$ cat config.mk
export PLATFORM = sky130hd
export DESIGN_NAME = ifetch_queue
export DESIGN_NICKNAME = d
export VERILOG_FILES = /design/src/rtl/ifetch_queue_pkg.sv /design/src/rtl/ifq_fifo.sv /design/src/rtl/ifetch_queue.sv
export SDC_FILE = /design/constraint.sdc
export NUM_CORES = 1
export LEC_CHECK = 0
export ABC_AREA = 1
export CAP_MARGIN = 30
export CORE_UTILIZATION = 35
export DETAILED_ROUTE_END_ITERATION = 8
export SYNTH_ARGS = -nofsm -noshare
export SYNTH_HDL_FRONTEND = slang
export SYNTH_SLANG_ARGS = --single-unit
$ cat constraint.sdc
create_clock -name clk -period 5.38 [get_ports clk]
set_input_delay 0.807 -clock clk [delete_from_list [all_inputs] [get_ports clk]]
set_output_delay 0.807 -clock clk [all_outputs]
set_load 0.05 [all_outputs]
$ cat src/rtl/ifetch_queue_pkg.sv
// Shared types and constants for the instruction fetch queue.
// Imported by ifq_fifo and ifetch_queue.
package ifetch_queue_pkg;

    typedef struct packed {
        logic [31:0] pc;
        logic [31:0] inst;
    } ifq_entry_t;

    typedef enum logic {
        FETCH = 1'b0,
        DRAIN = 1'b1
    } ifq_state_t;

    localparam logic [31:0] IFQ_NOP = 32'h0000_0013;

    function automatic logic [31:0] ifq_align(input logic [31:0] a);
        return {a[31:2], 2'b00};
    endfunction

endpackage

$ cat src/rtl/ifq_fifo.sv
// Registered FIFO of fetched instruction entries.
// Flush clears pointers and count and overrides push and pop.
module ifq_fifo
    import ifetch_queue_pkg::*;
#(
    parameter int DEPTH     = 4,
    parameter int PTR_WIDTH = 2
) (
    input  logic               clk,
    input  logic               reset_b,
    input  logic               push,
    input  logic               pop,
    input  logic               flush,
    input  ifq_entry_t         wdata,
    output logic               full,
    output logic               empty,
    output logic [PTR_WIDTH:0] count,
    output ifq_entry_t         head
);

    localparam int CW = PTR_WIDTH + 1;
    localparam logic [PTR_WIDTH:0] DEPTH_C = CW'(DEPTH);

    ifq_entry_t           mem [DEPTH];
    logic [PTR_WIDTH-1:0] wr_ptr;
    logic [PTR_WIDTH-1:0] rd_ptr;
    logic                 do_push;
    logic                 do_pop;

    assign empty   = (count == '0);
    assign full    = (count == DEPTH_C);
    assign do_pop  = pop && !empty;
    assign do_push = push && (!full || do_pop);
    assign head    = mem[rd_ptr];

    // Pointer and occupancy bookkeeping
    always_ff @(posedge clk or negedge reset_b) begin
        if (!reset_b) begin
            wr_ptr <= '0;
            rd_ptr <= '0;
            count  <= '0;
        end else if (flush) begin
            wr_ptr <= '0;
            rd_ptr <= '0;
            count  <= '0;
        end else begin
            if (do_push) begin
                wr_ptr <= wr_ptr + 1'b1;
            end
            if (do_pop) begin
                rd_ptr <= rd_ptr + 1'b1;
            end
            case ({do_push, do_pop})
                2'b10:   count <= count + 1'b1;
                2'b01:   count <= count - 1'b1;
                default: count <= count;
            endcase
        end
    end

    // Entry storage; a slot is only read after it has been written
    always_ff @(posedge clk) begin
        if (do_push && !flush) begin
            mem[wr_ptr] <= wdata;
        end
    end

endmodule

$ cat src/rtl/ifetch_queue.sv
// Sequential fetch front-end with in-order response FIFO and redirect flush.
// Optional IFETCH_QUEUE_BYPASS_EN presents a response to decode in its arrival cycle.
module ifetch_queue
    import ifetch_queue_pkg::*;
#(
    parameter int          DEPTH     = 4,
    parameter int          PTR_WIDTH = 2,
    parameter logic [31:0] RESET_PC  = 32'h0000_0000
) (
    input  logic        clk,
    input  logic        reset_b,
    output logic        mem_req_valid,
    input  logic        mem_req_ready,
    output logic [31:0] mem_req_addr,
    input  logic        mem_rsp_valid,
    input  logic [31:0] mem_rsp_data,
    input  logic        redirect_valid,
    input  logic [31:0] redirect_pc,
    output logic        inst_valid,
    input  logic        inst_ready,
    output logic [31:0] inst,
    output logic [31:0] inst_pc
);

    localparam int SW = PTR_WIDTH + 2;
    localparam int CW = PTR_WIDTH + 1;
    localparam logic [PTR_WIDTH+1:0] DEPTH_S = SW'(DEPTH);
    localparam logic [PTR_WIDTH:0]   ONE_C   = CW'(1);

    ifq_state_t           state;
    logic [31:0]          fetch_pc;
    logic [31:0]          rsp_pc;
    logic [31:0]          target;
    logic [PTR_WIDTH:0]   outstanding;
    logic [PTR_WIDTH:0]   outstanding_next;
    logic [PTR_WIDTH:0]   stale;
    logic [PTR_WIDTH:0]   count;
    logic [PTR_WIDTH+1:0] inflight;
    logic                 full;
    logic                 empty;
    logic                 req_fire;
    logic                 rsp_keep;
    logic                 bypass;
    logic                 push;
    logic                 pop;
    logic [1:0]           unused_pc_lsb;
    ifq_entry_t           head;
    ifq_entry_t           wdata;

    assign unused_pc_lsb = redirect_pc[1:0];
    assign target        = ifq_align(redirect_pc);

    assign inflight      = {1'b0, count} + {1'b0, outstanding};
    assign mem_req_valid = (state == FETCH) && !redirect_valid
                           && (inflight < DEPTH_S);
    assign mem_req_addr  = fetch_pc;
    assign req_fire      = mem_req_valid && mem_req_ready;

    assign rsp_keep = mem_rsp_valid && (stale == '0) && !redirect_valid;

`ifdef IFETCH_QUEUE_BYPASS_EN
    assign bypass = rsp_keep && empty;
`else
    assign bypass = 1'b0;
`endif

    assign inst_valid = !empty || bypass;
    assign inst       = !empty ? head.inst : (bypass ? mem_rsp_data : '0);
    assign inst_pc    = !empty ? head.pc : (bypass ? rsp_pc : '0);
    assign pop        = !empty && inst_ready;
    assign push       = rsp_keep && !(bypass && inst_ready);
    assign wdata      = '{pc: rsp_pc, inst: mem_rsp_data};

    // Requests in flight after this cycle's accept and response
    always_comb begin
        outstanding_next = outstanding;
        if (req_fire) begin
            outstanding_next = outstanding_next + 1'b1;
        end
        if (mem_rsp_valid) begin
            outstanding_next = outstanding_next - 1'b1;
        end
    end

    // Fetch/response PCs, stale drain count and FETCH/DRAIN control
    always_ff @(posedge clk or negedge reset_b) begin
        if (!reset_b) begin
            state       <= FETCH;
            fetch_pc    <= RESET_PC;
            rsp_pc      <= RESET_PC;
            outstanding <= '0;
            stale       <= '0;
        end else begin
            outstanding <= outstanding_next;
            if (req_fire) begin
                fetch_pc <= fetch_pc + 32'd4;
            end
            if (rsp_keep) begin
                rsp_pc <= rsp_pc + 32'd4;
            end
            if (redirect_valid) begin
                fetch_pc <= target;
                rsp_pc   <= target;
                stale    <= outstanding_next;
                state    <= (outstanding_next != '0) ? DRAIN : FETCH;
            end else if (mem_rsp_valid && (stale != '0)) begin
                stale <= stale - 1'b1;
                if (stale == ONE_C) begin
                    state <= FETCH;
                end
            end
        end
    end

    ifq_fifo #(
        .DEPTH     (DEPTH),
        .PTR_WIDTH (PTR_WIDTH)
    ) u_fifo (
        .clk     (clk),
        .reset_b (reset_b),
        .push    (push),
        .pop     (pop),
        .flush   (redirect_valid),
        .wdata   (wdata),
        .full    (full),
        .empty   (empty),
        .count   (count),
        .head    (head)
    );

    a_no_overflow: assert property (
        @(posedge clk) disable iff (!reset_b) !(mem_rsp_valid && full)
    );

endmodule

==> Word level (Yosys, flattened, before mapping) <==
Memory sizes are Yosys's and may differ from the RTL's.
Cells that the tools add are included.
W data, S select, Z words.
{ "classes": {"n_bitwise": 1, "eq_ne": 4, "muxes": 22, "addsub": 10, "reduce_logical": 26, "n_lt_le_gt_ge": 1} }
{ "ops": {"columns": ["op", "count"], "rows": [
  ["$mux W32", 6],
  ["$add A32 B3 Y32 const B", 2],
  ["$mux W3", 5],
  ["$reduce_bool A2 Y1", 6],
  ["$logic_and A1 B1 Y1", 10],
  ["$reduce_bool A3 Y1", 3],
  ["$sub A3 B1 Y3 const B", 3],
  ["$mux W2", 4],
  ["$add A3 B1 Y3 const B", 2],
  ["$logic_not A3 Y1", 2],
  ["$mux W1", 6],
  ["$pmux W3 S2", 1],
  ["$add A2 B1 Y2 const B", 2],
  ["$add A3 B3 Y4", 1],
  ["$lt A4 B3 Y1 const B", 1],
  ["$eq A3 B1 Y1 const B", 1],
  ["$eq A3 B3 Y1 const B", 1],
  ["$logic_not A1 Y1", 3],
  ["$eq A2 B1 Y1 const B", 1],
  ["$eq A2 B2 Y1 const B", 1],
  ["$reduce_and A2 Y1", 1],
  ["$logic_or A1 B1 Y1", 1],
  ["$not A1 Y1", 1]
]} }
{ "totals": {"mem_bits_rw": 256, "mem_count": 1, "regBits": 78, "input_bits": 70, "wordCells": 73} }
{ "memory_table": {"columns": ["memory", "words", "word_bits", "read_ports", "rd_ports_with_merged_regs", "write_ports", "line_no", "rtl"], "rows": [
  ["u_fifo.mem", 4, 64, 1, 0, 1, "ifq_fifo.sv:24", "ifq_entry_t mem [DEPTH];"]
]} }

==> Depth between registers and ports, before layout <==
Gate-level depths: netlist of run 1.
{ "depth": {"word_depth": 10, "ltp_mapped": 17, "ltp_nobuf": 17} }

==> By module <==
A second synthesis of run 1 with hierarchy kept.
{ "hier_totals": {"hier_cells": 1529, "area_unflattened_um2": 15159.5} }
{ "by_module_without_submodules": {"columns": ["mod", "seq_area_each_um2", "area_per_inst_um2", "cells_per_inst", "instances"], "rows": [
  ["ifq_fifo", 7862.5, 9972.1, 687, 1],
  ["ifetch_queue", 1676.6, 5187.5, 842, 1]
]} }

==> Worst setup path after synthesis of run 1 <==
OpenSTA, ideal clock, no wires.
{ "synth_timing": {"path_type": "input -> register", "start": "input redirect_valid", "end": "memory u_fifo.mem[0][0] (netlist bit), enable pin", "arrival_ns": 3.912, "setup_slack_ns": 0.985, "cell_stages": 4, "n_path_buf": 1, "required_ns": 4.898, "setup_ns": 0.482, "cell_sequence": "buf_6 nor2_2 o21ai_1 nor2_1"} }
{ "synth_via": {"elab_chain_len": 6} }
{ "synth_rtl": {"columns": ["item", "line_no", "rtl"], "rows": [
  ["start, declared", "ifetch_queue.sv:17", "input logic redirect_valid,"],
  ["$logic_not A1 Y1 *", "ifq_fifo.sv:63, ifetch_queue.sv:59", null],
  ["$logic_and A1 B1 Y1", "ifetch_queue.sv:59", "assign rsp_keep = mem_rsp_valid && (stale == '0) && !redirect_valid;"],
  ["$logic_and A1 B1 Y1", "ifq_fifo.sv:33", "assign do_push = push && (!full || do_pop);"],
  ["$logic_and A1 B1 Y1 *", "ifq_fifo.sv:63", "if (do_push && !flush) begin"],
  ["$mux W1 *", "ifq_fifo.sv:63", null],
  ["$mux W1 (not written as such) *", "ifq_fifo.sv:64", "mem[wr_ptr] <= wdata;"],
  ["end, declared", "ifq_fifo.sv:24", null]
]} }
Every way passes the cells marked *; elsewhere a longest branch is shown, timed or not.

==> Worst setup path after layout of run 1 <==
{ "layout_timing": {"start": "register u_fifo.rd_ptr[0]", "end": "output inst_pc[15]"} }
{ "layout_via": {"elab_chain_len": 2} }
{ "layout_rtl": {"columns": ["item", "line_no", "rtl"], "rows": [
  ["start, declared", "ifq_fifo.sv:26", "logic [PTR_WIDTH-1:0] rd_ptr;"],
  ["start signal, assigned", "ifq_fifo.sv:51", "rd_ptr <= rd_ptr + 1'b1;"],
  ["$mem_v2 Z4 W64", null, null],
  ["$mux W32", "ifetch_queue.sv:69", "assign inst_pc = !empty ? head.pc : (bypass ? rsp_pc : '0);"],
  ["end, declared", "ifetch_queue.sv:22", "output logic [31:0] inst_pc"]
]} }
Every way passes these cells.

==> results of run 1 <==
cell usage in the layout, fill, tap and decap left out, types with 3 or more instances in the layout:
cell type,n
a31oi_1,5
clkdlybuf4s50_1,159
edfxtp_1,248
nand3_2,4
xnor2_1,4
o21bai_1,4
clkbuf_16,37
nand2_2,4
clkbuf_1,6
buf_12,3
nor3_1,11
nand3b_1,6
nand4_1,8
xor2_1,14
clkinv_1,8
o211ai_1,14
inv_6,3
dfrtp_1,72
and2_1,3
nand3_1,77
nand2_1,279
a21oi_1,75
ha_1,13
o21ai_1,12
buf_4,16
inv_2,6
conb_1,4
nor2_2,9
o21ai_0,144
inv_1,80
clkinv_2,8
nor2_4,7
nor2_1,328
cell families (layout without fill, tap and decap cells):
kind of cell | Yosys count | count (layout) | share of synthesized area
and+or+nand+nor | 742 | 742 | 0.209
DFF | 322 | 322 | 0.629
AOI/OAI and AO/OA | 261 | 261 | 0.0939
buffers and inverters | 155 | 331 | 0.0445
xor gates and xnor gates | 18 | 18 | 0.0107
adders and majority gates | 14 | 14 | 0.0124
other | 1 | 4 | 0.000254
registers in the layout (all words and copies together), names as in the netlist:
register and count:
u_fifo.wr_ptr 2, state 1, u_fifo.mem 248, outstanding 3, u_fifo.count 3, rsp_pc 30, mem_req_addr 30, stale 3
u_fifo.rd_ptr 2
area by class of cell:
type,instances,area [µm²],area share
inverters,89,337,0.0187
repair buffers,179,1780,0.0986
well taps,532,666,0.0369
clock buffers,45,976,0.0542
clock inverters,18,100,0.00556
flip-flops and latches,322,9300,0.516
multi-input cells,1039,4860,0.270
where the power goes:
part,total (mW),leakage [nW],internal [mW],switching [mW]
registers,3.17,3.13,2.90,0.271
logic,2.99,3.01,0.919,2.07
clock network,2.24,0.534,1.29,0.954
worst max path at each step:
stage,endpoint,slack (ns),depth (start not counted),from
final,inst_pc[15],0.94,6,u_fifo.rd_ptr[0]
after global routing,inst_pc[18],0.70,6,u_fifo.rd_ptr[0]
after CTS,inst_pc[18],0.83,6,u_fifo.rd_ptr[0]
after detailed placement,inst_pc[18],1.39,6,u_fifo.rd_ptr[0]
after global placement,inst_pc[18],1.42,6,u_fifo.rd_ptr[0]
after floorplan,u_fifo.mem[0][0],0.99,4,redirect_valid
routing by layer:
layer	part of all wire	vias up
met2	0.46	342
li1	-	5413
met3	0.056	49
met4	0.020	0
met1	0.46	5305
met5	0	-
critical path: stages, from the launching register on:
cell	delay, ns
dfrtp_4	0.88
buf_4	0.66
nor2_1	0.11
nor2_1	0.10
o21ai_0	0.14
a21oi_1	0.27
clkdlybuf4s50_1	0.86
through the flow:
stage	util	hold WS, ns	instance area (µm²)	std cells	worst slack, ns
2_1_floorplan	-	0.466	14800	1516	0.985
3_3_place_gp	0.411	0.487	16900	2159	1.42
3_5_place_dp	0.411	0.492	16900	2160	1.39
4_1_cts	0.437	0.279	18000	2223	0.831
5_1_grt	0.437	0.313	18000	2224	0.697
6_report	0.437	0.279	18000	2224	0.940
==> results.ini, run 1 <==
[timing]
finalSetupViolCount = 0
finalClockSkew_ns = 0.0160
max_slew_margin = 0.401
tightest_slew_ns = 0.899
slew_violations = 0
max_freq_mhz = 225
period_share = 0.825
fin_crit_ns = 4.44
hold_viol_final = 0
rsz0062_at_grt = false
fin_tns_setup_ns = 0

[critical_path]
r2r-start = stale[0]
path_max_fanout = 65
reg2regPathDepth = 9
r2r-end = u_fifo.mem[3][5]
worstSetupStartpointType = flop
reg2reg_slack_ns = 2.50
critPathArrivalTime_ns = 3.63
worstPathRequired_ns = 4.57
critical_path_class = flop to output pin
crit_path_end_kind = output pin

[clock_network]
cts_max_level = 2
postCtsHoldBufs = 0
cts_inserted_buffers = 36
clk_pin_slew_worst_paths_ns = 0.07
clkLatencyLatePin_ns = 0.52
clkSinkCount = 322
root_buffer = clkbuf_16
clockBufferDepth = 3
cts_setup_buffers = 0
cts_tree = yes
postCtsResizedCells = 0

[routing]
detail_route.iter0.violations = 685
firstDrtPassIters = 5
wl_per_cell_um = 17.0
drc_errors = 0
via_per_inst = 5.00
wl_mm = 37.7
vias = 11100
ant_nets = 0

[synthesis]
netlist-cell-type-count = 44
ys_seq_area_frac = 0.629
netlist.area_leader.share = 0.504
synth_common_cells = nor2_1 (332), nand2_1 (279), edfxtp_1 (248)
synthFlopType = edfxtp_1
synth_edf_count = 248
netlist_area_um2 = 14800
synth_most_common_cell = nor2_1
syn_inst = 1513
synth_area_leaders = edfxtp_1 (50%), dfrtp_1 (13%), nor2_1 (8.4%), nand2_1 (7.1%), o21ai_0 (4.9%)
synth_area_per_cell_um2 = 9.77
synth_warnings = 0
ys_async_sr_fraction = 0.230
synth.largest_area_cell = edfxtp_1
synth_seq_cells = 322

[global_route]
met1_usage = 0.246
grt_overflow = 0
grt_max_degree = 77
grt_pass1_vias = 10800
grt_util_met3 = 0.0281
grtUsageMet2 = 0.284
antenna_found_initial = 0
grt_usage = 0.176
grt_pass1_wl_mm = 59.9
top_usage_layer = met2

[pwr]
vdd_ir_drop_max_mv = 0.195
design_power_total_mw = 8.40
power_density_nw_per_um2 = 466
cellLeakagePower_nw = 6.68

[floorplanning]
ios = 168
die_w_um = 207
die_h_um = 207
core.rowCount = 74
dieArea_um2 = 43000
start_util = 0.359
core_um2 = 41200

[placed_design]
gp_congestion = 0.866
numPortBuffers = 161
hpwl_mm = 23.9

[flow_run]
maxCapViolCount = 0

[finish]
drive_gt1_frac = 0.0656
diodes = 0
layout.nets = 1751
nFillCells = 3874
syn_to_final_growth_pct = 21.9

[worst_hold_path]
min_path_type = input port to async pin

[run_status]
outcome = complete, no violations

No activity file was read; power rests on OpenSTA's default activity.
==> run 2, diff against run 1 <==
Clock period 5.38 ns to 3.9 ns, I/O delays scaled along.
==> results.ini, run 2 (synthesis gave the netlist of run 1 again) <==
[timing]
max_freq_mhz = 311
slew_violations = 0  ; unchanged
tightest_slew_ns = 0.963  ; +0.0645 ns
fin_tns_setup_ns = 0  ; unchanged
period_share = 0.824
hold_viol_final = 0  ; unchanged
finalSetupViolCount = 0  ; unchanged
setup_ws_ns = 0.688  ; -0.252 ns
max_slew_margin = 0.354  ; -0.0473
rsz0062_at_grt = false
finalClockSkew_ns = 0.0196  ; +0.00364 ns
hold_ws_ns = 0.134  ; -0.145 ns
fin_crit_ns = 3.21

[routing]
wl_per_cell_um = 17.0  ; about the same
drc_errors = 0  ; unchanged
via_per_inst = 4.98  ; -0.21%
firstDrtPassIters = 5  ; unchanged
wl_mm = 37.7  ; -0.14%
ant_nets = 0  ; unchanged
detail_route.iter0.violations = 795  ; +16%
vias = 11100  ; -0.34%

[critical_path]
worstPathRequired_ns = 3.31  ; -1.26 ns
path_max_fanout = 43  ; -34%
r2r-start = stale[0]
crit_start = u_fifo.rd_ptr[1]
crit_path_end_kind = output pin
worstSetupStartpointType = flop
critPathArrivalTime_ns = 2.63  ; -1.00 ns
critical_path_class = flop to output pin
reg2reg_slack_ns = 1.34  ; -1.16 ns

[floorplanning]
core.rowCount = 74  ; unchanged
dieArea_um2 = 43000  ; unchanged
ios = 168  ; unchanged
start_util = 0.359  ; unchanged
die_w_um = 207  ; unchanged
die_h_um = 207  ; unchanged
core_um2 = 41200  ; unchanged

[finish]
final_cell_mix = nor2_1 (328), nand2_1 (279), edfxtp_1 (248)
layout.nets = 1749  ; -0.11%
regMostFlops = u_fifo.mem
final_area_um2 = 18600  ; +3.4%
diodes = 0  ; unchanged
drive_gt1_frac = 0.0995  ; +0.0339
final_common_cell = nor2_1
largest_reg_flops = 248  ; unchanged
syn_to_final_growth_pct = 26.0

[clock_network]
clockBufferDepth = 3  ; unchanged
cts_setup_buffers = 0  ; unchanged
cts_inserted_buffers = 36  ; unchanged
cts_tree = yes
root_buffer = clkbuf_16
clkSinkCount = 322  ; unchanged
clkLatencyLatePin_ns = 0.52  ; about the same
postCtsHoldBufs = 0  ; unchanged
cts_max_level = 2  ; unchanged
clk_pin_slew_worst_paths_ns = 0.06  ; about the same
postCtsResizedCells = 0  ; unchanged

[placed_design]
dpl_cell_area_um2 = 17500  ; +3.5%
gp_congestion = 0.896  ; +3.5%
hpwl_mm = 23.6  ; -0.91%
pre_cts_ws_ns = 0.778  ; -0.616 ns
numPortBuffers = 161  ; unchanged

[flow_run]
maxCapViolCount = 0  ; unchanged

[global_route]
grt_usage = 0.174  ; -0.00196
grt_pass1_vias = 10600  ; -1.8%
grt_overflow = 0  ; unchanged
grt_max_degree = 126  ; +64%
antenna_found_initial = 0  ; unchanged
grt_pass1_wl_mm = 59.2  ; -1.2%

[pwr]
cellLeakagePower_nw = 6.99  ; +4.6%
design_power_total_mw = 12.4  ; +48%
power_density_nw_per_um2 = 668  ; +43%
vdd_ir_drop_max_mv = 0.335  ; +72%

[run_status]
outcome = complete, no violations

[worst_hold_path]
min_path_type = input port to async pin

[run 2: path summary, 6_finish.rpt]
kind | end | depth (start not counted)
max | inst[23] | 6
min | mem_req_addr[26] | 1
max reg2reg | u_fifo.mem[2][11] | 7
min reg2reg | stale[1] | 2
max in group asynchronous | rsp_pc[25] | 2
min in group clk | rsp_pc[21] | 3
[run 2: layout make-up]
type | instances | area [µm²]
Tap cell | 532 | 666
Multi-Input combinational cell | 1039 | 4860
Clock buffer | 48 | 966
Timing Repair Buffer | 177 | 2360
Fill cell | 3755 | 22600
Inverter | 89 | 335
Sequential cell | 322 | 9300
Clock inverter | 14 | 135
[run 2: power breakdown]
group,leakage [nW],switching [mW],internal [mW]
Sequential,3.13,0.327,4.00
Clock,0.533,1.32,1.87
Combinational,3.32,3.06,1.86
[run 2: per-stage QoR]
| stage | util | std cells |
|---|---|---|
| 2_1_floorplan | - | 1516 |
| 3_3_place_gp | 0.425 | 2159 |
| 3_5_place_dp | 0.425 | 2159 |
| 4_1_cts | 0.452 | 2221 |
| 5_1_grt | 0.452 | 2221 |
| 6_report | 0.452 | 2221 |
[run 2: worst max-delay path: stages (launching register included)]
cell     delay [ns]
dfrtp_2        0.68
inv_2          0.35
buf_12         0.30
nor2_1         0.12
o21ai_0        0.09
a21oi_1        0.35
buf_12         0.19
[run 2: metal layers]
| layer | GRT usage | vias to the layer above | routed length (µm) |
|---|---|---|---|
| li1 | - | 5417 | - |
| met1 | 0.239 | 5240 | 16800 |
| met2 | 0.286 | 354 | 17700 |
| met3 | 0.0244 | 60 | 2300 |
| met4 | 0.0489 | 0 | 912 |
| met5 | 0 | - | 0 |
==> run 3, diff against run 2 <==
Clock period 3.9 ns to 3.3 ns, I/O delays scaled along.
==> results.ini, run 3 (synthesis gave the netlist of run 1 again) <==
[critical_path]
worst-path-buf-inv = 2  ; -1
cpPeakStageDelay_ns = 0.64  ; -0.04 ns
crit_path_end_kind = output pin
worstSetupStartpointType = flop
r2r-start = stale[0]
cp_num_cells = 6  ; unchanged
reg2reg_slack_ns = 0.81  ; -0.53 ns
worstPathRequired_ns = 2.80  ; -0.51 ns
crit_chain = buf_12 -> nor2_1 -> nor2_1 -> o21ai_0 -> a21oi_1 -> buf_12
critical_path_class = flop to output pin
r2r-end = u_fifo.mem[0][54]
cp_slowest_cell = dfrtp_4
critPathTopFamily = flip-flops
reg2regPathDepth = 7  ; unchanged
path_max_fanout = 99  ; +130%
critPathArrivalTime_ns = 2.57  ; -0.06 ns

[routing]
vias = 11100  ; +0.22%
via_per_inst = 4.96  ; -0.41%
detail_route.iter0.violations = 708  ; -11%
wl_mm = 37.6  ; -0.18%
wl_per_cell_um = 16.8  ; -0.80%
drc_errors = 0  ; unchanged
ant_nets = 0  ; unchanged
firstDrtPassIters = 5  ; unchanged

[floorplanning]
dieArea_um2 = 43000  ; unchanged
core.rowCount = 74  ; unchanged
die_w_um = 207  ; unchanged
ios = 168  ; unchanged
start_util = 0.359  ; unchanged
core_um2 = 41200  ; unchanged
die_h_um = 207  ; unchanged

[timing]
finalSetupViolCount = 0  ; unchanged
fin_crit_ns = 3.06
hold_viol_final = 2  ; +2
hold_ws_ns = -0.00593  ; -0.140 ns
tightest_slew_ns = 1.01  ; +0.0494 ns
fin_tns_setup_ns = 0  ; unchanged
slew_violations = 0  ; unchanged
max_freq_mhz = 327
finalClockSkew_ns = 0.0162  ; -0.00345 ns
max_slew_margin = 0.320  ; -0.0332
rsz0062_at_grt = false
period_share = 0.928
setup_ws_ns = 0.238  ; -0.450 ns

[global_route]
antenna_found_initial = 0  ; unchanged
grt_overflow = 0  ; unchanged
grt_pass1_vias = 10800  ; +1.4%
grt_usage = 0.175  ; +0.00106
grt_pass1_wl_mm = 59.6  ; +0.75%
grt_max_degree = 100  ; -21%

[finish]
final_cell_mix = nor2_1 (328), nand2_1 (279), edfxtp_1 (248)
final_util = 0.458  ; +0.00607
drive_gt1_frac = 0.110  ; +0.0103
nFillCells = 3770  ; +0.40%
final_common_cell = nor2_1
diodes = 0  ; unchanged
layout.nets = 1759  ; +0.57%
regMostFlops = u_fifo.mem
final_area_um2 = 18900  ; +1.3%
syn_to_final_growth_pct = 27.7
largest_reg_flops = 248  ; unchanged

[pwr]
power_density_nw_per_um2 = 794  ; +19%
p_switching_mw = 5.69  ; +21%
cellLeakagePower_nw = 7.09  ; +1.5%
swShare = 0.380  ; +0.00164
p_int_mw = 9.30  ; +20%
p_comb_frac = 0.399  ; +0.003
p_clk_frac = 0.259  ; +0.003
vdd_ir_drop_max_mv = 0.423  ; +26%
seq_power_share = 0.342  ; -0.006

[placed_design]
numPortBuffers = 161  ; unchanged
hpwl_mm = 24.3  ; +2.7%
dpl_cell_area_um2 = 17700  ; +1.0%
pre_cts_ws_ns = 0.357  ; -0.421 ns
gp_congestion = 0.893  ; -0.37%

[run_status]
violations = hold timing
outcome = finished, violations left

[worst_hold_path]
min_path_type = input port to async pin

[clock_network]
clkLatencyLatePin_ns = 0.53  ; about the same
clk_pin_slew_worst_paths_ns = 0.06  ; about the same
clkSinkCount = 322  ; unchanged
cts_inserted_buffers = 37  ; +2.8%
clockBufferDepth = 3  ; unchanged
cts_tree = yes
root_buffer = clkbuf_16
cts_max_level = 2  ; unchanged

[flow_run]
maxCapViolCount = 0  ; unchanged

run 3: area by class of cell:
cell class	count	area (µm²)	area share
Timing Repair Buffer	186	2540	0.134
Tap cell	532	666	0.0353
Inverter	89	338	0.0179
Clock buffer	44	983	0.0521
Sequential cell	322	9300	0.493
Multi-Input combinational cell	1039	4860	0.257
Clock inverter	23	185	0.00981
run 3: metal layers:
metal	part of all wire	global-route usage
met1	0.46	0.247
met2	0.46	0.284
met3	0.054	0.0222
met4	0.021	0.0476
met5	0	0
run 3: worst reg2reg max path, delay by kind of cell, from the launching register on:
family / cells / cell delay [ns]
compound gates: 1 / 0.34
buf+inv: 2 / 0.42
flops: 1 / 0.37
fa+ha+maj: 1 / 0.22
simple gates: 3 / 0.84
run 3: metrics by stage:
stage | power [mW] | std cells
after global routing | 15.7 | 2235
after detailed placement | 11.2 | 2168
after floorplan | 8.39 | 1516
final | 15.0 | 2235
after CTS | 15.2 | 2235
after global placement | 11.2 | 2168
run 3: power groups by stage:
| stage | registers [mW] | clock network [mW] | logic [mW] |
|---|---|---|---|
| 2_1_floorplan | 5.26 | 0 | 3.13 |
| 3_3_place_gp | 5.19 | 0 | 5.99 |
| 3_5_place_dp | 5.21 | 0 | 6.03 |
| 4_1_cts | 5.13 | 3.97 | 6.05 |
| 5_1_grt | 5.18 | 4.13 | 6.36 |
| 6_report | 5.13 | 3.88 | 5.98 |
run 3: how the worst max path moves through the flow:
stage	start	to	slack, ns
final	u_fifo.rd_ptr[0]	inst_pc[18]	0.24
after global routing	u_fifo.rd_ptr[0]	inst_pc[10]	0.10
after CTS	u_fifo.rd_ptr[0]	inst_pc[25]	0.13
after detailed placement	mem_rsp_valid	u_fifo.mem[0][58]	0.36
after global placement	mem_rsp_valid	u_fifo.mem[0][58]	0.37
after floorplan	stale[0]	u_fifo.mem[0][0]	-0.93
run 3: what timing repair did:
| item | CTS | global route |
|---|---|---|
| hold buffers | 0 | 0 |
| setup endpoints to repair | 0 | 1 |
| setup buffers | 0 | 0 |
| resized for setup | 0 | 2 |
